## config.mk

```make
export PLATFORM = sky130hd
export DESIGN_NAME = rtc_clk_divider_multi_flat
export DESIGN_NICKNAME = d
export VERILOG_FILES = /design/src/rtl/rtc_div_pkg.sv /design/src/rtl/rtc_clk_divider_multi_if.sv /design/src/rtl/rtc_div_channel.sv /design/src/rtl/rtc_clk_divider_multi.sv /design/src/flat_wrapper.sv
export SDC_FILE = /design/constraint.sdc
export NUM_CORES = 1
export LEC_CHECK = 0
export BUFFER_PORTS_ARGS = -buffer_cell sky130_fd_sc_hd__buf_2
export CORE_MARGIN = 2
export CORE_UTILIZATION = 35
export CTS_CLUSTER_SIZE = 30
export DETAILED_ROUTE_END_ITERATION = 16
export GPL_ROUTABILITY_DRIVEN = 1
export PLACE_DENSITY_LB_ADDON = 0.15
export RECOVER_POWER = 100
export SKIP_CTS_REPAIR_TIMING = 1
export SLEW_MARGIN = 20
export SYNTH_ARGS = -nofsm -noshare
export SYNTH_HDL_FRONTEND = slang
export SYNTH_HIERARCHICAL = 1
export SYNTH_SLANG_ARGS = --single-unit
```

## constraint.sdc

```tcl
create_clock -name sys_clk -period 4.4 [get_ports sys_clk]
set_input_delay 0.22 -clock sys_clk [delete_from_list [all_inputs] [get_ports sys_clk]]
set_output_delay 0.22 -clock sys_clk [all_outputs]
set_load 0.02 [all_outputs]
```

## src/rtl/rtc_div_pkg.sv

```systemverilog
// rtl/rtc_div_pkg.sv - shared types and helpers for the multi-channel RTC divider
package rtc_div_pkg;

  typedef enum logic {
    MODE_SQUARE = 1'b0,
    MODE_STROBE = 1'b1
  } rtc_mode_e;

  localparam int MIN_DIV = 2;

  function automatic logic div_valid(input logic [31:0] d);
    return d >= 32'(MIN_DIV);
  endfunction

  // First count value at which the square output is high; low phase gets the odd cycle.
  function automatic logic [31:0] hi_threshold(input logic [31:0] d);
    return d - (d >> 1);
  endfunction

endpackage

```

## src/rtl/rtc_clk_divider_multi_if.sv

```systemverilog
// rtl/rtc_clk_divider_multi_if.sv - valid/ready configuration port of the divider
interface rtc_clk_divider_multi_if #(
  parameter int N_CH  = 2,
  parameter int CNT_W = 24
);
  localparam int CH_W = (N_CH > 1) ? $clog2(N_CH) : 1;

  logic             cfg_valid;
  logic             cfg_ready;
  logic [CH_W-1:0]  cfg_ch;
  logic [CNT_W-1:0] cfg_div;
  logic             cfg_mode;

  modport master (output cfg_valid, cfg_ch, cfg_div, cfg_mode, input cfg_ready);
  modport slave  (input cfg_valid, cfg_ch, cfg_div, cfg_mode, output cfg_ready);
endinterface

```

## src/rtl/rtc_div_channel.sv

```systemverilog
// rtl/rtc_div_channel.sv - one divider channel: counter, active/shadow config, outputs
module rtc_div_channel
  import rtc_div_pkg::*;
#(
  parameter int               CNT_W    = 24,
  parameter logic [CNT_W-1:0] DIV_RST  = CNT_W'(2000),
  parameter logic             MODE_RST = 1'b0
) (
  input  logic             clk_i,
  input  logic             rst_ni,
  input  logic             en_i,
  input  logic             restart_i,
  input  logic             acc_i,
  input  logic [CNT_W-1:0] acc_div_i,
  input  rtc_mode_e        acc_mode_i,
  output logic             pend_o,
  output logic             clk_out_o,
  output logic             tick_o
);

  logic [CNT_W-1:0] cnt_q, div_q, sh_div_q, thr;
  rtc_mode_e        mode_q, sh_mode_q;
  logic             pend_q, clk_out_q, tick_q, wrap;

  assign wrap = en_i && (cnt_q == div_q - CNT_W'(1));
  assign thr  = CNT_W'(hi_threshold(32'(div_q)));

  always_ff @(posedge clk_i or negedge rst_ni) begin
    if (!rst_ni) begin
      cnt_q     <= '0;
      div_q     <= DIV_RST;
      mode_q    <= rtc_mode_e'(MODE_RST);
      sh_div_q  <= DIV_RST;
      sh_mode_q <= rtc_mode_e'(MODE_RST);
      pend_q    <= 1'b0;
      clk_out_q <= 1'b0;
      tick_q    <= 1'b0;
    end else if (restart_i) begin
      cnt_q     <= '0;
      clk_out_q <= 1'b0;
      tick_q    <= 1'b0;
      pend_q    <= 1'b0;
      if (acc_i) begin
        div_q     <= acc_div_i;
        mode_q    <= acc_mode_i;
        sh_div_q  <= acc_div_i;
        sh_mode_q <= acc_mode_i;
      end else if (pend_q) begin
        div_q  <= sh_div_q;
        mode_q <= sh_mode_q;
      end
    end else begin
      if (!en_i) begin
        cnt_q     <= '0;
        clk_out_q <= 1'b0;
        tick_q    <= 1'b0;
      end else begin
        cnt_q     <= wrap ? '0 : cnt_q + CNT_W'(1);
        tick_q    <= wrap;
        clk_out_q <= (mode_q == MODE_STROBE) ? wrap : (cnt_q >= thr);
      end
      // Swap config only at a period boundary so no runt pulse is emitted.
      if (pend_q && (wrap || !en_i)) begin
        div_q  <= sh_div_q;
        mode_q <= sh_mode_q;
        pend_q <= 1'b0;
      end
      if (acc_i) begin
        sh_div_q  <= acc_div_i;
        sh_mode_q <= acc_mode_i;
        pend_q    <= 1'b1;
      end
    end
  end

  assign pend_o    = pend_q;
  assign clk_out_o = clk_out_q;
  assign tick_o    = tick_q;

endmodule

```

## src/rtl/rtc_clk_divider_multi.sv

```systemverilog
// rtl/rtc_clk_divider_multi.sv - N-channel programmable RTC clock divider
module rtc_clk_divider_multi
  import rtc_div_pkg::*;
#(
  parameter int                      N_CH     = 2,
  parameter int                      CNT_W    = 24,
  parameter logic [N_CH*CNT_W-1:0]   DIV_RST  = {24'd5_000_000, 24'd2_000},
  parameter logic [N_CH-1:0]         MODE_RST = 2'b00
) (
  input  logic                  sys_clk,
  input  logic                  sys_rst_n,
  input  logic [N_CH-1:0]       en,
  input  logic                  sync_restart,
  rtc_clk_divider_multi_if.slave cfg,
  output logic [N_CH-1:0]       clk_out,
  output logic [N_CH-1:0]       tick,
  output logic                  div_err
);

  localparam int CH_W = (N_CH > 1) ? $clog2(N_CH) : 1;

  logic [N_CH-1:0]      pend, acc;
  logic [2**CH_W-1:0]   pend_ext;
  logic                 hs, cfg_ok, div_err_q;

  // Out-of-range channels read as not pending so they are accepted and then rejected.
  always_comb begin
    pend_ext            = '0;
    pend_ext[N_CH-1:0]  = pend;
  end

  assign cfg.cfg_ready = !pend_ext[cfg.cfg_ch];
  assign hs            = cfg.cfg_valid && cfg.cfg_ready;
  assign cfg_ok        = div_valid(32'(cfg.cfg_div)) &&
                         ({1'b0, cfg.cfg_ch} < (CH_W+1)'(N_CH));

  always_ff @(posedge sys_clk or negedge sys_rst_n) begin
    if (!sys_rst_n) div_err_q <= 1'b0;
    else            div_err_q <= hs && !cfg_ok;
  end

  assign div_err = div_err_q;

  for (genvar i = 0; i < N_CH; i++) begin : g_ch
    assign acc[i] = hs && cfg_ok && (cfg.cfg_ch == CH_W'(i));

    rtc_div_channel #(
      .CNT_W    (CNT_W),
      .DIV_RST  (DIV_RST[i*CNT_W +: CNT_W]),
      .MODE_RST (MODE_RST[i])
    ) u_ch (
      .clk_i      (sys_clk),
      .rst_ni     (sys_rst_n),
      .en_i       (en[i]),
      .restart_i  (sync_restart),
      .acc_i      (acc[i]),
      .acc_div_i  (cfg.cfg_div),
      .acc_mode_i (rtc_mode_e'(cfg.cfg_mode)),
      .pend_o     (pend[i]),
      .clk_out_o  (clk_out[i]),
      .tick_o     (tick[i])
    );
  end

endmodule

```

## src/flat_wrapper.sv

```systemverilog
// flat-port wrapper written by rule: the top's interface ports become plain ports
module rtc_clk_divider_multi_flat import rtc_div_pkg::*;
#(
  parameter int                      N_CH     = 2,
  parameter int                      CNT_W    = 24,
  parameter logic [N_CH*CNT_W-1:0]   DIV_RST  = {24'd5_000_000, 24'd2_000},
  parameter logic [N_CH-1:0]         MODE_RST = 2'b00
)
  (sys_clk, sys_rst_n, en, sync_restart, clk_out, tick, div_err, cfg_cfg_valid, cfg_cfg_ch, cfg_cfg_div, cfg_cfg_mode, cfg_cfg_ready);
  rtc_clk_divider_multi_if #(.N_CH(N_CH), .CNT_W(CNT_W)) cfg_i ();
  input  logic sys_clk;
  input  logic sys_rst_n;
  input  logic [N_CH-1:0] en;
  input  logic sync_restart;
  output logic [N_CH-1:0] clk_out;
  output logic [N_CH-1:0] tick;
  output logic div_err;
  input wire logic [$bits(cfg_i.cfg_valid)-1:0] cfg_cfg_valid;
  input wire logic [$bits(cfg_i.cfg_ch)-1:0] cfg_cfg_ch;
  input wire logic [$bits(cfg_i.cfg_div)-1:0] cfg_cfg_div;
  input wire logic [$bits(cfg_i.cfg_mode)-1:0] cfg_cfg_mode;
  output wire logic [$bits(cfg_i.cfg_ready)-1:0] cfg_cfg_ready;
  assign cfg_i.cfg_valid = cfg_cfg_valid;
  assign cfg_i.cfg_ch = cfg_cfg_ch;
  assign cfg_i.cfg_div = cfg_cfg_div;
  assign cfg_i.cfg_mode = cfg_cfg_mode;
  assign cfg_cfg_ready = cfg_i.cfg_ready;
  rtc_clk_divider_multi #(.N_CH(N_CH), .CNT_W(CNT_W), .DIV_RST(DIV_RST), .MODE_RST(MODE_RST)) u_core (.sys_clk(sys_clk), .sys_rst_n(sys_rst_n), .en(en), .sync_restart(sync_restart), .cfg(cfg_i), .clk_out(clk_out), .tick(tick), .div_err(div_err));
endmodule
```

# After elaboration in Yosys (flattened, before gate mapping)
# Cells that the tools add are included.
classes:
  magnitude_cmp: 4
  n_reduce_logical: 21
  eq_ne: 4
  addsub: 6
  bitwise: 1
  muxes: 40
ops:
  columns: ["cell", "count"]
  rows:
  - ["$mux W24", 14]
  - ["$add A24 B1 Y24 const B", 2]
  - ["$eq A24 B24 Y1", 2]
  - ["$ge A24 B24 Y1", 2]
  - ["$sub A24 B1 Y24 const B", 2]
  - ["$sub A24 B23 Y24", 2]
  - ["$mux W1", 26]
  - ["$ge A24 B2 Y1 const B", 1]
  - ["$logic_and A1 B1 Y1", 9]
  - ["$ne A3 B1 Y1 const B", 2]
  - ["$reduce_bool A3 Y1", 2]
  - ["$logic_not A1 Y1", 4]
  - ["$reduce_and A2 Y1", 2]
  - ["$reduce_bool A2 Y1", 2]
  - ["$logic_or A1 B1 Y1", 2]
  - ["$lt A1 B2 Y1 const B", 1]
  - ["$not A1 Y1", 1]
totals:
  elab_cells: 93
  regBits: 155
  in_bits: 32
  out_inout_bits: 6

# Depth between registers and ports, before layout
# Gate-level depths: netlist of the first run.
logic_depth:
  depth_word: 8
  ltp_mapped: 20
  mapped_depth_nobuf: 20

# By module
# The synthesis of the first run kept the hierarchy.
modules_own_cells:
  columns: ["mod", "instances", "cells_per_inst", "area_each_um2"]
  rows:
  - ["rtc_div_channel at u_core.g_ch[0].u_ch", 1, 621, 6094.6]
  - ["rtc_div_channel at u_core.g_ch[1].u_ch", 1, 616, 5884.4]
  - ["rtc_clk_divider_multi", 1, 16, 125.1]

# Worst setup path before layout of the first run
# OpenSTA, ideal clock, no wires.
synth_timing:
  path_kind: "register -> register"
  from: "register u_core.g_ch[1].u_ch.div_q[0]"
  to: "register u_core.g_ch[1].u_ch.clk_out_q"
  path_buffers: 0
  path_stages_with_launch: 21
  path_slack_ns: 0.345
  setup_ns: 0.129
  required_time_ns: 4.271
  t_arrival_ns: 3.926
  path_cell_list: "dfrtp_1 -> inv_1 -> ha_1 -> inv_1 -> fa_1 -> nor2b_1 -> o311ai_0 -> a2111oi_0 -> nor2_1 -> a311oi_1 -> a2111oi_0 -> xnor2_1 -> ha_1 -> a21oi_1 -> nor2b_1 -> o21ai_0 -> nand2b_1 -> a21oi_1 -> nand2_1 -> o31ai_1 -> o22ai_1"
synth_between:
  elab_chain_cells: 6
synth_rtl:
  columns: ["item", "line_no", "text"]
  rows:
  - ["start, declared", "rtc_div_channel.sv:21", "logic [CNT_W-1:0] cnt_q, div_q, sh_div_q, thr;"]
  - ["start signal, assigned", "rtc_div_channel.sv:44", "div_q <= acc_div_i;"]
  - ["start signal, assigned", "rtc_div_channel.sv:49", "div_q <= sh_div_q;"]
  - ["start signal, assigned", "rtc_div_channel.sv:64", "div_q <= sh_div_q;"]
  - ["branches (longest 3 deep; another with $sub A24 B23 Y24)", null, null]
  - ["$mux W1 *", "rtc_div_channel.sv:60", "clk_out_q <= (mode_q == MODE_STROBE) ? wrap : (cnt_q >= thr);"]
  - ["$mux W1 *", "rtc_div_channel.sv:53", "if (!en_i) begin"]
  - ["$mux W1 *", "rtc_div_channel.sv:38", "end else if (restart_i) begin"]
  - ["end signal, assigned", "rtc_div_channel.sv:60", null]
  - ["end, declared", "rtc_div_channel.sv:23", "logic pend_q, clk_out_q, tick_q, wrap;"]
# Mark *: on every way between the ends.
# A chain may end at the register's enable or synchronous reset.

# Final worst setup path of the first run
# Ends and elaborated chain as after synthesis.

==> results of run 1 <==
[power groups by stage]
| stage | clock (uW) | sequential, uW | combinational (uW) |
|---|---|---|---|
| after floorplan | 0 | 1870 | 2710 |
| after global placement | 0 | 1890 | 3540 |
| after detailed placement | 0 | 1900 | 3590 |
| after CTS | 1560 | 1880 | 3610 |
| after global routing | 1620 | 1910 | 4130 |
| final | 1510 | 1870 | 3660 |
[worst max-delay path: cells and delay by family, from the launching register on]
kind            cells  cell delay (ns)
compound gates      9             1.72
xor+xnor            1             0.18
fa+ha+maj           3             0.83
buf+inv             3             0.32
flops               1             0.38
simple gates        5             0.57
[state kept, by name (all words and copies together), names as in the netlist]
name and flops:
u_core/g_ch.u_ch/div_q 48, u_core/div_err 1, u_core/g_ch.u_ch/sh_div_q 48, u_core/g_ch.u_ch/mode_q 2, u_core/g_ch.u_ch/tick_o 2, u_core/g_ch.u_ch/sh_mode_q 2
u_core/g_ch.u_ch/clk_out_o 2, u_core/g_ch.u_ch/cnt_q 48, u_core/g_ch.u_ch/pend_o 2
[placed cells by master (no fill, tap or decap), drive strengths merged, types with 4 or more instances in the layout]
cell       n
ha       148
a211oi    13
mux2i      4
o22ai     53
o311ai     4
or3        7
xor2      54
nand3     34
mux2      53
a311oi     4
nand4     16
nor3      23
a31oi      9
buf       59
nor4      12
xnor2    108
o31ai      5
nor4b      4
a21oi     47
nor2     119
dfrtp    127
o21bai     8
nor2b     20
o21ai     22
nand2     49
clkbuf    31
and4       9
nand2b    14
and3      13
a21o      19
a2bb2oi   48
dfstp     28
inv      110
[through the flow]
| step | worst slack, ns | power (uW) | hold slack, ns | instances |
|---|---|---|---|---|
| 2_1_floorplan | 0.345 | 4580 | -0.0756 | 1253 |
| 6_report | 0.270 | 7050 | 0.0644 | 1781 |
| 3_5_place_dp | -0.0912 | 5490 | 0.279 | 1746 |
| 5_1_grt | -0.0462 | 7670 | 0.0487 | 1780 |
| 4_1_cts | -0.103 | 7050 | -0.189 | 1778 |
| 3_3_place_gp | 0.0251 | 5430 | 0.280 | 1746 |
[routing by layer]
layer	GRT usage [%]	routed length, um	up-vias
li1	-	-	4588
met1	22.6	14300	4439
met2	31.1	15100	89
met3	2.99	733	24
met4	4.32	477	0
met5	0	0	-
[final cells by class]
class,instances,area (um2)
multi-input cells,965,7590
repair buffers,74,460
inverters,99,372
fillers,3411,20800
diodes,1,2.50
flip-flops and latches,155,3910
well taps,455,569
clock buffers,18,439
clock inverters,14,144
[logic make-up after synthesis]
| family | Yosys count |
|---|---|
| xor+xnor | 162 |
| simple gates | 338 |
| fa+ha+maj | 150 |
| buf+inv | 133 |
| compound gates | 258 |
| mux | 57 |
| flops | 155 |
[synth_stat cells, drive strengths merged (28+ instances only)]
library cell / count
mux2: 53
inv: 99
a2bb2oi: 48
a21oi: 47
xnor2: 108
nand2: 49
ha: 148
nand3: 34
o22ai: 53
dfstp: 28
dfrtp: 127
nor2: 119
xor2: 54
[path summary, 6_finish.rpt]
path                                                   from                          endpoint  slack (ns)  cells after the start
hold reg to reg            u_core/g_ch[0].u_ch/sh_div_q[13]  u_core/g_ch[0].u_ch/sh_div_q[13]        0.51                      1
hold / removal                                        en[1]        u_core/g_ch[1].u_ch/tick_o        0.06                      2
setup reg to reg               u_core/g_ch[1].u_ch/div_q[0]     u_core/g_ch[1].u_ch/clk_out_o        0.27                     21
max in group asynchronous                         sys_rst_n     u_core/g_ch[1].u_ch/div_q[17]        0.77                      3
min in group asynchronous                         sys_rst_n      u_core/g_ch[0].u_ch/cnt_q[2]        1.52                      2
setup / recovery               u_core/g_ch[1].u_ch/div_q[0]     u_core/g_ch[1].u_ch/clk_out_o        0.27                     21
==> impl_metrics.ini, run 1 <==
[logic_synthesis]
synth_cell_types = 75
synth_mux_area_share_pct = 5.26
yosysSeqAreaShare_pct = 32.3
synth_area_leaders = dfrtp_1, ha_1, xnor2_1, dfstp_2, mux2_2
synth_compound_area_share_pct = 16.0
synth_top_family_by_area = compound AO/OA/AOI/OAI gates
syn-mean-instance-area_um2 = 9.66
synth_edf_count = 0
ys.flop_type = dfrtp_1
synth_xor_area_share_pct = 11.7
synthAdderAreaFrac_pct = 15.6
synthArstFlopShare_pct = 100
syn-cell-area_mm2 = 0.0121
ys_seq_elements = 155
yosysTopAreaCell = dfrtp_1
yosys.area.top_type_share_pct = 26.3
ys_warn_count = 6
synthSimpleGateAreaFrac_pct = 14.3
mappedNetlistNets = 1435
syn_inst = 1253

[critical_path]
cp-start-kind = register
path_cells = inv_1 -> ha_1 -> inv_1 -> fa_1 -> nor2b_1 -> o311ai_0 -> buf_4 -> a2111oi_2 -> nor2_1 -> a311oi_2 -> a2111oi_4 -> xnor2_1 -> ha_1 -> a21oi_1 -> nor2b_1 -> o21ai_0 -> nand2b_1 -> a21oi_1 -> nand2_1 -> o31ai_1 -> o22ai_1
worstPathMaxFanout = 3
crit_slowest_cell = fa_1
endpoint_kind = register
cpPeakStageDelay_ns = 0.39
required_ns = 4.71
crit_arrival_ns = 4.44
crit_type = reg -> reg

[finish]
syn2layout_area_growth_pct = 11.5
fin_area_mm2 = 0.0135
fin_util_pct = 39.4
nets = 1494
drive_gt1_share_pct = 15.5

[power_and_ir_drop]
pwr-share-comb_pct = 52.0
switching_power_uw = 2920
seqPwrFrac_pct = 26.5
intPower_uw = 4130
power_density_mw_per_mm2 = 522
vdd_drop_max_uv = 303
p_leak_uw = 0.00604
clockPowerShare_pct = 21.5
switching_share_pct = 41.4

[sta]
finalCriticalPeriod_ns = 4.13
setup_viol = 0
finalCritPeriodShare_pct = 93.9
rsz0062_at_grt = yes
finalHoldViolCount = 0
clock-skew-final_ns = 0.0109
fmax_mhz = 242
worst_pin_slew_ns = 3.16
relSlewSlack_pct = -110
final.setup.tns_ns = 0
drv_slew = 128

[global_route]
grt_pass1_vias = 9340
grt_pass1_wl_um = 50300
grt_max_degree = 71
grt_use_total_pct = 17.7
overflow = 0
grt_antenna_before_repair = 1

[status]
violations = max-capacitance violations, max-slew violations
outcome = finished with violations

[detailed_routing]
drc_errors = 0
num_vias = 9140
drt-pass1-iter-count = 5
ant_nets = 0
routed_wl_um = 30600
drtIter0Drc = 381
viasPerCell = 5.13
post_drt_wl_per_cell_um = 17.2

[clocking]
cts_tree = yes
root_buffer = clkbuf_16
htree_levels = 4
clock_latency_ns = 0.44
numCtsBuffers = 17
cts_sinks = 155
clkSlewWorstSetupHoldPaths_ns = 0.08
clockBufferDepth = 2

[place]
dpl_cell_area_mm2 = 0.0130
hpwl_um = 23500
io_buffers = 37
gp_congestion = 0.855

[worst_hold_path]
hp-class = in -> reg

[floorplan]
start_util_pct = 35.3
rows = 68
core_area_mm2 = 0.0343
die_h_um = 190
die_area_mm2 = 0.0361
pin_count = 38
die_w_um = 190

[job]
cap_violations = 3
(Power assumes the default switching activity.)
==> run 2, diff against run 1 <==
CORE_UTILIZATION = 58   (was 35)
==> impl_metrics.ini, run 2 (synthesis results as in run 1) <==
[status]
outcome = finished with violations
violations = max-capacitance violations, max-slew violations

[global_route]
grt_use_total_pct = 26.4
grt_pass1_vias = 9382
met3_usage_pct = 3.47
use_met1_pct = 32.5
grt_antenna_before_repair = 1
gr-max-usage-layer = met2
overflow = 0
grt_max_degree = 95
use_met2_pct = 46.8
grt_pass1_wl_um = 46300

[sta]
clock-skew-final_ns = 0.0108
finalCriticalPeriod_ns = 4.20
finalHoldViolCount = 0
fmax_mhz = 238
final.setup.tns_ns = 0
finalCritPeriodShare_pct = 95.6
worst_pin_slew_ns = 2.33
relSlewSlack_pct = -55.2
holdWs_ns = 0.0772
setup_viol = 0
drv_slew = 123

[place]
dpl_cell_area_mm2 = 0.0126
gp_congestion = 0.904
dp.cells = 1548
hpwl_um = 21300
io_buffers = 37

[critical_path]
endpoint_kind = register
required_ns = 4.73
cpPeakStageDelay_ns = 0.40
crit_family = simple AND/OR/NAND/NOR gates
worstPathMaxFanout = 2
crit_arrival_ns = 4.53
cp_num_buf_inv = 2
crit_type = reg -> reg
cp-start-kind = register
path_cells = inv_1 -> ha_1 -> inv_1 -> fa_1 -> nor2b_1 -> o21ai_2 -> a31oi_4 -> o31ai_2 -> nor2b_4 -> o31ai_2 -> mux2_2 -> nor4_2 -> ha_1 -> and4_1 -> nand2_1 -> or3_1 -> a21oi_1 -> o221ai_1 -> a311oi_2
crit_slowest_cell = fa_1

[finish]
final_common_cell = ha_1
top_regs = u_core/g_ch.u_ch/cnt_q x48, u_core/g_ch.u_ch/div_q x48, u_core/g_ch.u_ch/sh_div_q x48
final_cells = 1583
mostFrequentLayoutCells = ha_1, dfrtp_1, nor2_1
nFillCells = 1673
syn2layout_area_growth_pct = 8.51
drive_gt1_share_pct = 14.6
nets = 1481
fin_area_mm2 = 0.0131

[floorplan]
rows = 52
die_w_um = 148
start_util_pct = 59.4
die_h_um = 148
core_area_mm2 = 0.0204
pin_count = 38
die_area_mm2 = 0.0220

[power_and_ir_drop]
vdd_drop_max_uv = 300
p_leak_uw = 0.00596
power_density_mw_per_mm2 = 526

[detailed_routing]
viasPerCell = 5.87
post_drt_wl_per_cell_um = 17.9
ant_nets = 0
drc_errors = 0
num_vias = 9288
routed_wl_um = 28300
drt-pass1-iter-count = 4
drtIter0Drc = 355

[clocking]
cts_sinks = 155
numCtsBuffers = 17
clock_latency_ns = 0.42
htree_levels = 4
cts_tree = yes
clockBufferDepth = 2
clkSlewWorstSetupHoldPaths_ns = 0.06
root_buffer = clkbuf_16

[worst_hold_path]
hp-class = in -> reg

[job]
cap_violations = 2
-- run 2: cell types whose count changed in the layout (fill, tap and decap cells not counted), moves of 4 or more --
cell / change
buf_4: -12
a2bb2oi_1: +5
a2bb2oi_2: -5
clkbuf_2: +4
clkinv_2: +4
inv_6: -4
-- run 2: metrics by stage --
stage / util, % / setup WS [ns] / power [uW]
after global routing: 64.5 / -0.0421 / 7460
after detailed placement: 62.0 / -0.0720 / 5360
after floorplan: - / 0.345 / 4580
final: 64.5 / 0.195 / 6910
after CTS: 64.8 / -0.115 / 6870
after global placement: 62.0 / 0.134 / 5290
-- run 2: layout make-up --
cell class	instances	area [um2]	share of cell area [%]
Clock inverter	13	140	1.07
Sequential cell	155	3910	29.8
Tap cell	270	338	2.57
Multi-Input combinational cell	965	7600	57.8
Clock buffer	19	433	3.30
Inverter	99	372	2.83
Antenna cell	1	2.50	0.0191
Timing Repair Buffer	61	339	2.58
-- run 2: worst paths after layout --
| path | startpoint | to | slack (ns) | cells past startpoint |
|---|---|---|---|---|
| setup / recovery | u_core/g_ch[0].u_ch/div_q[0] | u_core/g_ch[0].u_ch/clk_out_o | 0.20 | 19 |
| hold / removal | cfg_cfg_mode | u_core/g_ch[0].u_ch/sh_mode_q | 0.08 | 2 |
| setup reg to reg | u_core/g_ch[0].u_ch/div_q[0] | u_core/g_ch[0].u_ch/clk_out_o | 0.20 | 19 |
| hold reg to reg | u_core/g_ch[0].u_ch/sh_div_q[15] | u_core/g_ch[0].u_ch/sh_div_q[15] | 0.51 | 1 |
| max in group asynchronous | sys_rst_n | u_core/g_ch[1].u_ch/cnt_q[13] | 1.49 | 3 |
| min in group asynchronous | sys_rst_n | u_core/g_ch[0].u_ch/cnt_q[1] | 1.01 | 2 |
-- run 2: power by group --
| part | internal (uW) | switching (uW) |
|---|---|---|
| combinational | 1620 | 1930 |
| clock | 840 | 614 |
| sequential | 1680 | 218 |
| total | 4150 | 2770 |
-- run 2: routing by layer --
metal	share of wire, %	wire length, um	vias to the layer above
met2	49	14000	152
met1	45	12600	4515
met4	3.4	956	0
met3	2.6	740	49
li1	-	-	4572
met5	0	0	-
==> run 3, diff against run 2 <==
RECOVER_POWER = 25   (was 100)
==> impl_metrics.ini, run 3 (synthesis results as in run 1) <==
[status]
outcome = finished with violations
violations = max-capacitance violations, max-slew violations

[sta]
worst_pin_slew_ns = 2.34
finalHoldViolCount = 0
holdWs_ns = 0.0764
drv_slew = 95
clock-skew-final_ns = 0.0112
fmax_mhz = 238
finalCriticalPeriod_ns = 4.20
setup_viol = 0
fin_ws_ns = 0.202
relSlewSlack_pct = -56.0
finalCritPeriodShare_pct = 95.4

[clocking]
numCtsBuffers = 17
cts_sinks = 155
clockBufferDepth = 2
clock_latency_ns = 0.42
cts_tree = yes
root_buffer = clkbuf_16
htree_levels = 4
clkSlewWorstSetupHoldPaths_ns = 0.06

[floorplan]
die_h_um = 148
start_util_pct = 59.4
die_w_um = 148
rows = 52
core_area_mm2 = 0.0204
die_area_mm2 = 0.0220
pin_count = 38

[critical_path]
crit_family = simple AND/OR/NAND/NOR gates
cp.depth = 19
r2r_cells = 19
regToRegStartpoint = u_core/g_ch[0].u_ch/div_q[0]
crit_type = reg -> reg
cpPeakStageDelay_ns = 0.40
cp-start-kind = register
path_cells = inv_1 -> ha_1 -> inv_1 -> fa_1 -> nor2b_1 -> o21ai_2 -> a31oi_4 -> o31ai_2 -> nor2b_4 -> o31ai_2 -> mux2_2 -> nor4_2 -> ha_1 -> and4_1 -> nand2_1 -> or3_1 -> a21oi_1 -> o221ai_1 -> a311oi_2
ff2ff_setup_slack_ns = 0.20
required_ns = 4.73
worstPathMaxFanout = 2
cp_num_buf_inv = 2
endpoint_kind = register
r2r-end = u_core/g_ch[0].u_ch/clk_out_o
crit_arrival_ns = 4.53
crit_slowest_cell = fa_1

[detailed_routing]
drt-pass1-iter-count = 4
post_drt_wl_per_cell_um = 17.8
ant_nets = 0
drc_errors = 0
routed_wl_um = 28200
viasPerCell = 5.86
num_vias = 9275
drtIter0Drc = 388

[power_and_ir_drop]
power.total_uw = 6960
power_density_mw_per_mm2 = 523
vdd_drop_max_uv = 299
p_leak_uw = 0.00602
intPower_uw = 4180
seqPwrFrac_pct = 27.4
switching_share_pct = 40.0
pwr-share-comb_pct = 51.7
switching_power_uw = 2780
clockPowerShare_pct = 20.9

[place]
hpwl_um = 21300
pre_cts_ws_ns = -0.0720
gp_congestion = 0.904
io_buffers = 37
dp.cells = 1548

[finish]
top_regs = u_core/g_ch.u_ch/cnt_q x48, u_core/g_ch.u_ch/div_q x48, u_core/g_ch.u_ch/sh_div_q x48
final_common_cell = ha_1
mostFrequentLayoutCells = ha_1, dfrtp_1, nor2_1
nets = 1481
drive_gt1_share_pct = 17.0
syn2layout_area_growth_pct = 9.90
final_cells = 1583
nFillCells = 1641

[global_route]
overflow = 0
grt_max_degree = 95
grt_use_total_pct = 26.4
grt_pass1_vias = 9382
grt_pass1_wl_um = 46300
grt_antenna_before_repair = 1

[worst_hold_path]
hold_depth = 2
holdCritStartpoint = cfg_cfg_mode
hp-class = in -> reg
hold_end = u_core/g_ch[0].u_ch/sh_mode_q

[job]
cap_violations = 1
run 3: cell type report:
class | instances | area [um2] | area share [%]
antenna | 1 | 2.50 | 0.0188
clock buffer | 19 | 433 | 3.25
clock inverter | 13 | 140 | 1.05
inverter | 99 | 372 | 2.79
multi-input combinational | 965 | 7740 | 58.2
sequential | 155 | 3910 | 29.4
tap | 270 | 338 | 2.54
timing repair buffer | 61 | 365 | 2.75
run 3: metrics by stage:
stage	TNS (ns)	util, %	area, um2
floorplan	0	-	12100
global placement	0	62.0	12600
detailed placement	-0.0910	62.0	12600
CTS	-0.167	64.8	13200
global route	-0.0516	65.3	13300
finish	0	65.3	13300
run 3: how the worst max path moves through the flow:
stage / slack (ns) / endpoint / start
final: 0.20 / u_core/g_ch[0].u_ch/clk_out_o / u_core/g_ch[0].u_ch/div_q[0]
after global routing: -0.03 / u_core/g_ch[1].u_ch/clk_out_o / u_core/g_ch[1].u_ch/div_q[0]
after CTS: -0.12 / u_core/g_ch[0].u_ch/clk_out_o / u_core/g_ch[0].u_ch/div_q[0]
after detailed placement: -0.07 / u_core/g_ch[0].u_ch/clk_out_o / u_core/g_ch[0].u_ch/div_q[0]
after global placement: 0.13 / u_core/g_ch[1].u_ch/clk_out_o / u_core/g_ch[1].u_ch/div_q[0]
after floorplan: 0.34 / u_core/g_ch[1].u_ch/clk_out_o / u_core/g_ch[1].u_ch/div_q[0]
run 3: layer usage:
metal,GRT usage [%],up-vias,wire length (um)
met4,10.5,0,943
met1,32.5,4506,12600
met3,3.47,48,743
met2,46.8,151,14000
met5,0,-,0
li1,-,4570,-
run 3: worst register-to-register path, cell delays in order (launching register included):
cell and delay [ns]:
dfrtp_1 0.38, inv_1 0.08, ha_1 0.17, inv_1 0.05, fa_1 0.40, nor2b_1 0.17, o21ai_2 0.20, a31oi_4 0.14
o31ai_2 0.28, nor2b_4 0.23, o31ai_2 0.08, mux2_2 0.29, nor4_2 0.28, ha_1 0.17, and4_1 0.21, nand2_1 0.07
or3_1 0.36, a21oi_1 0.12, o221ai_1 0.15, a311oi_2 0.27
run 3: power groups by stage:
stage | clock network (uW) | logic [uW] | registers, uW
final | 1450 | 3600 | 1910
after global routing | 1540 | 4030 | 1940
after CTS | 1490 | 3470 | 1900
after detailed placement | 0 | 3430 | 1920
after global placement | 0 | 3380 | 1910
after floorplan | 0 | 2710 | 1870
